### src/rtl/grf_wb_sched_pkg.sv
// Shared definitions for the GRF write-port scheduler: register addressing
// and the grant-source encoding used by the port mux.
package grf_wb_sched_pkg;

    localparam int RAW = 5;
    localparam int NREGS = 1 << RAW;
    localparam logic [RAW-1:0] REG_ZERO = '0;

    typedef enum logic [1:0] {
        SRC_NONE = 2'd0,
        SRC_PIPE = 2'd1,
        SRC_LQ   = 2'd2
    } grant_src_t;

endpackage

### src/rtl/grf_wb_sched_fifo.sv
// Late-result buffer: W-bit wide, DEPTH-deep FIFO with occupancy count.
// Storage is not reset; only pointers and count are.
module wb_fifo
    import grf_wb_sched_pkg::*;
#(
    parameter int W     = 69,
    parameter int DEPTH = 2
) (
    input  logic                       clk,
    input  logic                       reset,
    input  logic                       push,
    input  logic [W-1:0]               wdata,
    input  logic                       pop,
    output logic [W-1:0]               rdata,
    output logic [$clog2(DEPTH):0]     count,
    output logic                       full,
    output logic                       empty
);

    localparam int PW = $clog2(DEPTH);
    localparam int CW = PW + 1;

    logic [W-1:0]  mem [DEPTH];
    logic [PW-1:0] wr_ptr;
    logic [PW-1:0] rd_ptr;
    logic          do_push;
    logic          do_pop;

    assign full    = (count == CW'(DEPTH));
    assign empty   = (count == '0);
    assign do_push = push && !full;
    assign do_pop  = pop && !empty;
    assign rdata   = mem[rd_ptr];

    always_ff @(posedge clk) begin
        if (do_push) mem[wr_ptr] <= wdata;
    end

    // DEPTH is a power of two, so pointer overflow is the modulo wrap.
    always_ff @(posedge clk) begin
        if (reset) begin
            wr_ptr <= '0;
            rd_ptr <= '0;
            count  <= '0;
        end else begin
            if (do_push) wr_ptr <= wr_ptr + PW'(1);
            if (do_pop)  rd_ptr <= rd_ptr + PW'(1);
            case ({do_push, do_pop})
                2'b10:   count <= count + CW'(1);
                2'b01:   count <= count - CW'(1);
                default: count <= count;
            endcase
        end
    end

endmodule

### src/rtl/grf_wb_sched.sv
// GRF write-port scheduler: pipeline writeback has priority, late results
// drain from a FIFO, and a scoreboard flags registers awaiting a late write.
module grf_wb_sched
    import grf_wb_sched_pkg::*;
#(
    parameter int DW      = 32,
    parameter int QDEPTH  = 2,
    parameter int MAXWAIT = 4
) (
    input  logic           clk,
    input  logic           reset,
    input  logic           p_we,
    input  logic [RAW-1:0] p_a3,
    input  logic [DW-1:0]  p_wd,
    input  logic [31:0]    p_pc,
    input  logic           issue_valid,
    input  logic [RAW-1:0] issue_a3,
    input  logic           lq_valid,
    output logic           lq_ready,
    input  logic [RAW-1:0] lq_a3,
    input  logic [DW-1:0]  lq_wd,
    input  logic [31:0]    lq_pc,
    input  logic [RAW-1:0] a1,
    input  logic [RAW-1:0] a2,
    output logic           rd_pend1,
    output logic           rd_pend2,
    output logic           drain_req,
    output logic           grf_we,
    output logic [RAW-1:0] grf_a3,
    output logic [DW-1:0]  grf_wd,
    output logic [31:0]    grf_pc,
    output logic           err
);

    localparam int EW = DW + RAW + 32;
    localparam int CW = $clog2(QDEPTH) + 1;
    localparam int WW = $clog2(MAXWAIT + 1);
    localparam logic [WW-1:0] WAIT_MAX = WW'(MAXWAIT);

    grant_src_t       src;
    logic [EW-1:0]    head;
    logic [RAW-1:0]   head_a3;
    logic [31:0]      head_pc;
    logic [DW-1:0]    head_wd;
    logic [CW-1:0]    count;
    logic             fifo_full_unused;
    logic             empty;
    logic             push;
    logic             pop;
    logic [NREGS-1:0] pend;
    logic [NREGS-1:0] clr_vec;
    logic [NREGS-1:0] set_vec;
    logic             issue_err;
    logic             push_err;
    logic [WW-1:0]    wait_cnt;

    assign lq_ready = (count < CW'(QDEPTH));
    assign push     = lq_valid && lq_ready && (lq_a3 != REG_ZERO);
    assign pop      = (src == SRC_LQ);
    assign {head_a3, head_pc, head_wd} = head;

    wb_fifo #(
        .W     (EW),
        .DEPTH (QDEPTH)
    ) u_fifo (
        .clk   (clk),
        .reset (reset),
        .push  (push),
        .wdata ({lq_a3, lq_pc, lq_wd}),
        .pop   (pop),
        .rdata (head),
        .count (count),
        .full  (fifo_full_unused),
        .empty (empty)
    );

    // Port grant: a live pipeline write always wins; reset silences the port.
    always_comb begin
        src    = SRC_NONE;
        grf_we = 1'b0;
        grf_a3 = REG_ZERO;
        grf_wd = '0;
        grf_pc = '0;
        if (!reset) begin
            if (p_we && (p_a3 != REG_ZERO)) begin
                src    = SRC_PIPE;
                grf_we = 1'b1;
                grf_a3 = p_a3;
                grf_wd = p_wd;
                grf_pc = p_pc;
            end else if (!empty) begin
                src    = SRC_LQ;
                grf_we = 1'b1;
                grf_a3 = head_a3;
                grf_wd = head_wd;
                grf_pc = head_pc;
            end
        end
    end

    always_comb begin
        clr_vec = '0;
        set_vec = '0;
        if (pop) clr_vec[head_a3] = 1'b1;
        if (issue_valid && (issue_a3 != REG_ZERO)) set_vec[issue_a3] = 1'b1;
    end

    // A same-cycle clear makes a re-issue legitimate.
    assign issue_err = set_vec[issue_a3] && pend[issue_a3] && !clr_vec[issue_a3];
    assign push_err  = push && !pend[lq_a3];

    always_ff @(posedge clk) begin
        if (reset) begin
            pend <= '0;
            err  <= 1'b0;
        end else begin
            pend <= ((pend & ~clr_vec) | set_vec) & ~NREGS'(1);
            if (issue_err || push_err) err <= 1'b1;
        end
    end

    // Read-during-write forwarding covers the cycle the late write lands.
    assign rd_pend1 = pend[a1] && !(grf_we && (grf_a3 == a1));
    assign rd_pend2 = pend[a2] && !(grf_we && (grf_a3 == a2));

    always_ff @(posedge clk) begin
        if (reset || empty || pop) begin
            wait_cnt <= '0;
        end else if (wait_cnt != WAIT_MAX) begin
            wait_cnt <= wait_cnt + WW'(1);
        end
    end

    assign drain_req = (wait_cnt == WAIT_MAX);

endmodule

### config.mk
export PLATFORM = sky130hd
export DESIGN_NAME = grf_wb_sched
export DESIGN_NICKNAME = d
export VERILOG_FILES = /design/src/rtl/grf_wb_sched_pkg.sv /design/src/rtl/grf_wb_sched_fifo.sv /design/src/rtl/grf_wb_sched.sv
export SDC_FILE = /design/constraint.sdc
export NUM_CORES = 1
export LEC_CHECK = 0
export ABC_AREA = 1
export CAP_MARGIN = 20
export CORE_MARGIN = 1
export CORE_UTILIZATION = 50
export DETAILED_ROUTE_END_ITERATION = 10
export PLACE_DENSITY = 0.87
export SLEW_MARGIN = 20
export SYNTH_ARGS = -nofsm -noshare
export SYNTH_HDL_FRONTEND = slang
export SYNTH_SLANG_ARGS = --single-unit
### constraint.sdc
create_clock -name clk -period 7.4 [get_ports clk]
set_clock_uncertainty 0.2 [all_clocks]
set_input_delay 1.48 -clock clk [delete_from_list [all_inputs] [get_ports clk]]
set_output_delay 1.48 -clock clk [all_outputs]
set_load 0.02 [all_outputs]
Word-level counts from Yosys, hierarchy flattened
Memories as Yosys holds them, arrays and structs flattened. A register that Yosys moved wholly into a read port is not among the register bits. Index checks and enable logic that the tools add are counted.

Output and inout bits: 75. Memories: 1. Register bits: 40. Bits of input ports: 158. Word-level logic and storage cells: 99. ROM bits: 0. RAM bits: 138. Latch bits: 0.

Memories: u_fifo.mem (words 2, width 69, read ports 1, clocked after memory_dff 1, wr ports 1, line grf_wb_sched_fifo.sv:23) `logic [W-1:0] mem [DEPTH];`.

Shift operators: 0. Magnitude comparators: 8. Reductions and logical operators: 29. Div/mod/pow operators: 0. Multipliers: 0. Equality and inequality tests: 8. Muxes and demuxes: 38. $add $sub $neg: 5. Bitwise logic cells: 3.

Operator list (count): $mux 32 (8); $and 32x32->32 (1); $not 32->32 (1); $or 32x32->32 (1); $bmux 1 s5 (6); $lt 5x6->1 const B (5); $logic_and 1x1->1 (15); $mux 1 (15); $mux 5 (3); $reduce_bool 5->1 (3); $demux 1 s5 (2); $eq 5x5->1 (2); $ge 5x1->1 const B (2); $eq 2x2->1 const B (3); $logic_not 1->1 (6); $mux 2 (3); $pmux 2 s2 (1); $add 3x1->3 const B (1); $eq 3x3->1 const B (1); $logic_or 1x1->1 (3); $ne 3x3->1 const B (1); $add 1x1->1 const B (2); $add 2x1->2 const B (1); $eq 2x1->1 const B (1); other kinds (4) (4).

Depth between registers and ports, before layout
Gate-level depths: netlist (run 1).

Depth after elaboration: 11. Depth in mapped cells: 16.

Hierarchy
From an unflattened synthesis (run 1), not the netlist that was laid out.

Cell total of the unflattened synthesis: 988. Area, all modules: 9457.8 sq um.

Modules (own cells, without submodules): wb_fifo (seq. area each 4244.1 sq um, instances 1, area an instance 5266.3 sq um, cells each 255); grf_wb_sched (seq. area each 700.7 sq um, instances 1, area an instance 4191.5 sq um, cells each 733).

Worst setup path after synthesis (run 1)
No wires, ideal clock.

Kind: in2reg. Start: input lq_a3[2]. End: memory u_fifo.mem[1][0], enable pin. Setup slack: 1.765 ns. Cell stages on the path: 5. Setup time: 0.498 ns. Arrival: 4.937 ns. Data required time: 6.702 ns. Path through: clkbuf_1 -> nor2_1 -> nand4_1 -> nand3_1 -> nor2_1.

Longest elaborated chain between the ends: 5.

RTL lines: from (decl) (line grf_wb_sched.sv:20) `input logic [RAW-1:0] lq_a3,`; $reduce_bool 5->1 (line grf_wb_sched.sv:58) `assign push = lq_valid && lq_ready && (lq_a3 != REG_ZERO);`; $logic_and 1x1->1 (line grf_wb_sched.sv:58); $logic_and 1x1->1 (line grf_wb_sched_fifo.sv:31) `assign do_push = push && !full;`; $mux 1 (line grf_wb_sched_fifo.sv:36) `if (do_push) mem[wr_ptr] <= wdata;`; $mux 1 (implied by the code) (line grf_wb_sched_fifo.sv:36); to (decl) (line grf_wb_sched_fifo.sv:23).

Every way passes these cells.

Worst setup path in the final report (run 1)
Start: input reset. End: output rd_pend1.

Longest elaborated chain between the ends: 5.

RTL lines: from (decl) (line grf_wb_sched.sv:11) `input logic reset,`; $mux 5 (line grf_wb_sched.sv:84) `if (!reset) begin`; $eq 5x5->1 (line grf_wb_sched.sv:123) `assign rd_pend1 = pend[a1] && !(grf_we && (grf_a3 == a1));`; $logic_and 1x1->1 (*) (line grf_wb_sched.sv:123); $logic_not 1->1 (*) (line grf_wb_sched.sv:123); $logic_and 1x1->1 (*) (line grf_wb_sched.sv:123); to (decl) (line grf_wb_sched.sv:25) `output logic rd_pend1,`.

Every way passes the cells marked *; elsewhere a longest branch is shown, timed or not.

==> results.toml, run 1 <==
[grt]
grt_usage = 0.305
antenna_found_initial = 0
grt-ovfl-total = 0
grt_max_degree = 73
grt_pass1_wl_um = 45800
grt_pass1_vias = 8693

[critical_path]
required_ns = 5.72
crit_family = "buffers and inverters"
cp-start-kind = "input port"
cp_cell_sequence = "clkdlybuf4s50_1, buf_4, nor2_4, nor2_4, inv_2, nand2_1, inv_2, or2_0, a21oi_1, nand3_1, nand2_1, inv_1, clkdlybuf4s50_1"
critPathKind = "input port to output pin"
crit_path_top_delay_cell = "clkdlybuf4s50_1"
critPathBufInv = 6
critical_path_arrival_ns = 4.62
max_stage_delay_ns = 0.59
end_kind = "output pin"
r2r_end = "err"
reg2reg_slack_ns = 4.68
reg2reg_depth = 12
crit_path_max_fanout = 36

[placed_design]
pre_cts_slack_ns = 1.14
hpwlAfterDp_um = 20400
place_area_um2 = 11800
port_buffers = 232
place_inst = 1482
globalplace.congestion = 1.01

[timing]
max_slew.worst_pin.slew_ns = 1.01
fmax_ghz = 0.159
hold_viol_final = 0
final.setup.tns_ns = 0
fin_ws_ns = 1.10
finalSetupViolations = 0
drv_slew = 0
rsz0062_at_grt = "false"
period_share = 0.851
slew-limit-headroom = 0.326
finalCriticalPeriod_ns = 6.30
holdWs_ns = 0.267

[cts]
cts.sinks = 178
cts_tree = "built"
clk_pin_slew_ns = 0.07
cts_hold_buf = 0
cts_buffers = 17
post_cts_buffers = 0
cts_resized = 0
cts_root_buf = "clkbuf_16"
insertion_delay_ns = 0.44
cts_buffer_depth = 2
cts_htree_levels = 4

[flow_run]
cap_violations = 0

[power]
finalPower_mw = 2.76
power_density_nw_per_um2 = 223
p_leak_nw = 4.50
irDropWorstVdd_v = 0.000192

[synth]
async_flop_share = 0
yosys.cell_types.count = 44
mappedNetlistNets = 1234
synth_edf_count = 138
avgSynthCellArea_um2 = 8.73
synth_ff_type = "edfxtp_1"
synth_area_um2 = 9370
syn_inst = 1073
yosysSeqAreaShare = 0.528
synth-seq-cells = 178
yosys_warnings = 0

[die]
die_width_um = 139
fp.dieArea_um2 = 19300
chipHeight_um = 139
ios = 233
fp-row-count = 49
start_util = 0.516
coreArea_um2 = 18100

[final_layout]
fin_area_um2 = 12400
diodes = 0
final_util = 0.681
instances_no_fill = 1514
syn2layout_area_growth_pct = 32.0
finalNetCount = 1433
drive_above_1_share = 0.0848

[routing]
routed_wl_um = 29600
vias = 8994
drc = 0
firstDrtPassIters = 8
drtIter0Drc = 1054
avgRoutedWirePerCell_um = 19.5
ant_nets = 0
vias_per_cell = 5.94

[worst_hold_path]
holdPathStages = 2
min_from = "pend[2]"
min_path_type = "flip-flop to flip-flop"
hold_path_end = "pend[2]"

[status]
status = "finished clean"
[cell usage after synthesis (7+ instances only)]
cell type / instances / area share
o21ai_0: 114 / 0.061
nor2_1: 61 / 0.024
o22ai_1: 8 / 0.0053
nand3_1: 56 / 0.030
dfxtp_1: 40 / 0.085
a21oi_1: 106 / 0.057
clkbuf_1: 38 / 0.015
nor3_1: 10 / 0.0053
a31oi_1: 34 / 0.023
o22a_1: 16 / 0.015
o21ai_1: 12 / 0.0064
inv_1: 65 / 0.026
inv_2: 19 / 0.0076
or2_2: 12 / 0.0080
nand2_1: 232 / 0.093
o211ai_1: 29 / 0.023
edfxtp_1: 138 / 0.44
buf_2: 13 / 0.0069
nand2_2: 11 / 0.0073
nand3_2: 7 / 0.0075
[how the worst max path moves through the flow]
stage	startpoint	endpoint	slack [ns]	cells past startpoint
floorplan	lq_a3[2]	u_fifo.mem[1][0]	1.76	5
global placement	reset	rd_pend1	1.26	13
detailed placement	reset	rd_pend1	1.14	13
CTS	reset	rd_pend1	1.11	13
global route	reset	rd_pend2	0.79	11
finish	reset	rd_pend1	1.10	13
[where the power goes]
group          switching, mW  internal, mW  total (mW)
registers             0.0216          1.16        1.18
clock network          0.434         0.482       0.916
logic                  0.411         0.256       0.666
total                  0.867          1.89        2.76
[final cells by class]
cell class / count / area [um2]
timing repair buffer: 241 / 2390
inverter: 87 / 334
fill: 1357 / 5780
clock inverter: 14 / 165
multi-input combinational: 747 / 3820
clock buffer: 18 / 429
sequential: 178 / 4950
tap: 229 / 287
[per-layer routing]
layer,track usage,vias to the layer above,part of all wire
li1,-,4169,-
met1,0.358,4185,0.37
met2,0.519,551,0.49
met3,0.0870,89,0.10
met4,0.135,0,0.038
met5,0,-,0
[flip-flops by register name, indices dropped and copies added, names as in the netlist, named ones only]
name / count
u_fifo.mem: 138
pend: 31
wait_cnt: 3
u_fifo.count: 2
err: 1
u_fifo.rd_ptr: 1
u_fifo.wr_ptr: 1
[logic make-up after synthesis]
logic type,after synthesis,synth area share
AND/OR/NAND/NOR,406,0.191
buffers and inverters,148,0.0663
flip-flops,178,0.528
XOR/XNOR,5,0.00468
AO/OA/AOI/OAI,333,0.206
adder cells (fa/ha/maj),3,0.00401
[placed cells by master (no fill, tap or decap), types with 3 or more instances in the layout]
cell and n:
o22ai_1 8, or2_2 12, nor2_2 4, o21ai_0 114
nand2_2 11, inv_6 4, inv_2 19, nand3_2 7
edfxtp_1 138, o211ai_1 29, buf_4 9, inv_1 65
clkbuf_16 17, nor3_1 10, clkdlybuf4s50_1 232, nand4_1 5
nor2_1 59, inv_8 3, nand3_1 56, inv_4 3
o21ai_1 12, dfxtp_1 39, a21oi_1 106, o22a_1 16
a31oi_1 34, nand2_4 3, nand2_1 232, nor2_4 4
o31ai_1 3, ha_1 3, clkinv_4 3, xor2_1 4
[worst min-delay path, cell delays in order (launching register included)]
cell and delay [ns]:
dfxtp_1 0.31, nand2_1 0.06, a21oi_1 0.05
Note: power is estimated with default switching activity, not from simulation.
==> run 2: changes to the inputs <==
--- a/config.mk
+++ b/config.mk
@@ -10,6 +10,7 @@
 export CORE_MARGIN = 1
 export CORE_UTILIZATION = 50
 export DETAILED_ROUTE_END_ITERATION = 10
+export HOLD_SLACK_MARGIN = 0.1
 export PLACE_DENSITY = 0.87
 export SLEW_MARGIN = 20
 export SYNTH_ARGS = -nofsm -noshare
==> results of run 2 <==
Final layout, timing and power as in run 1 (identical DEF).
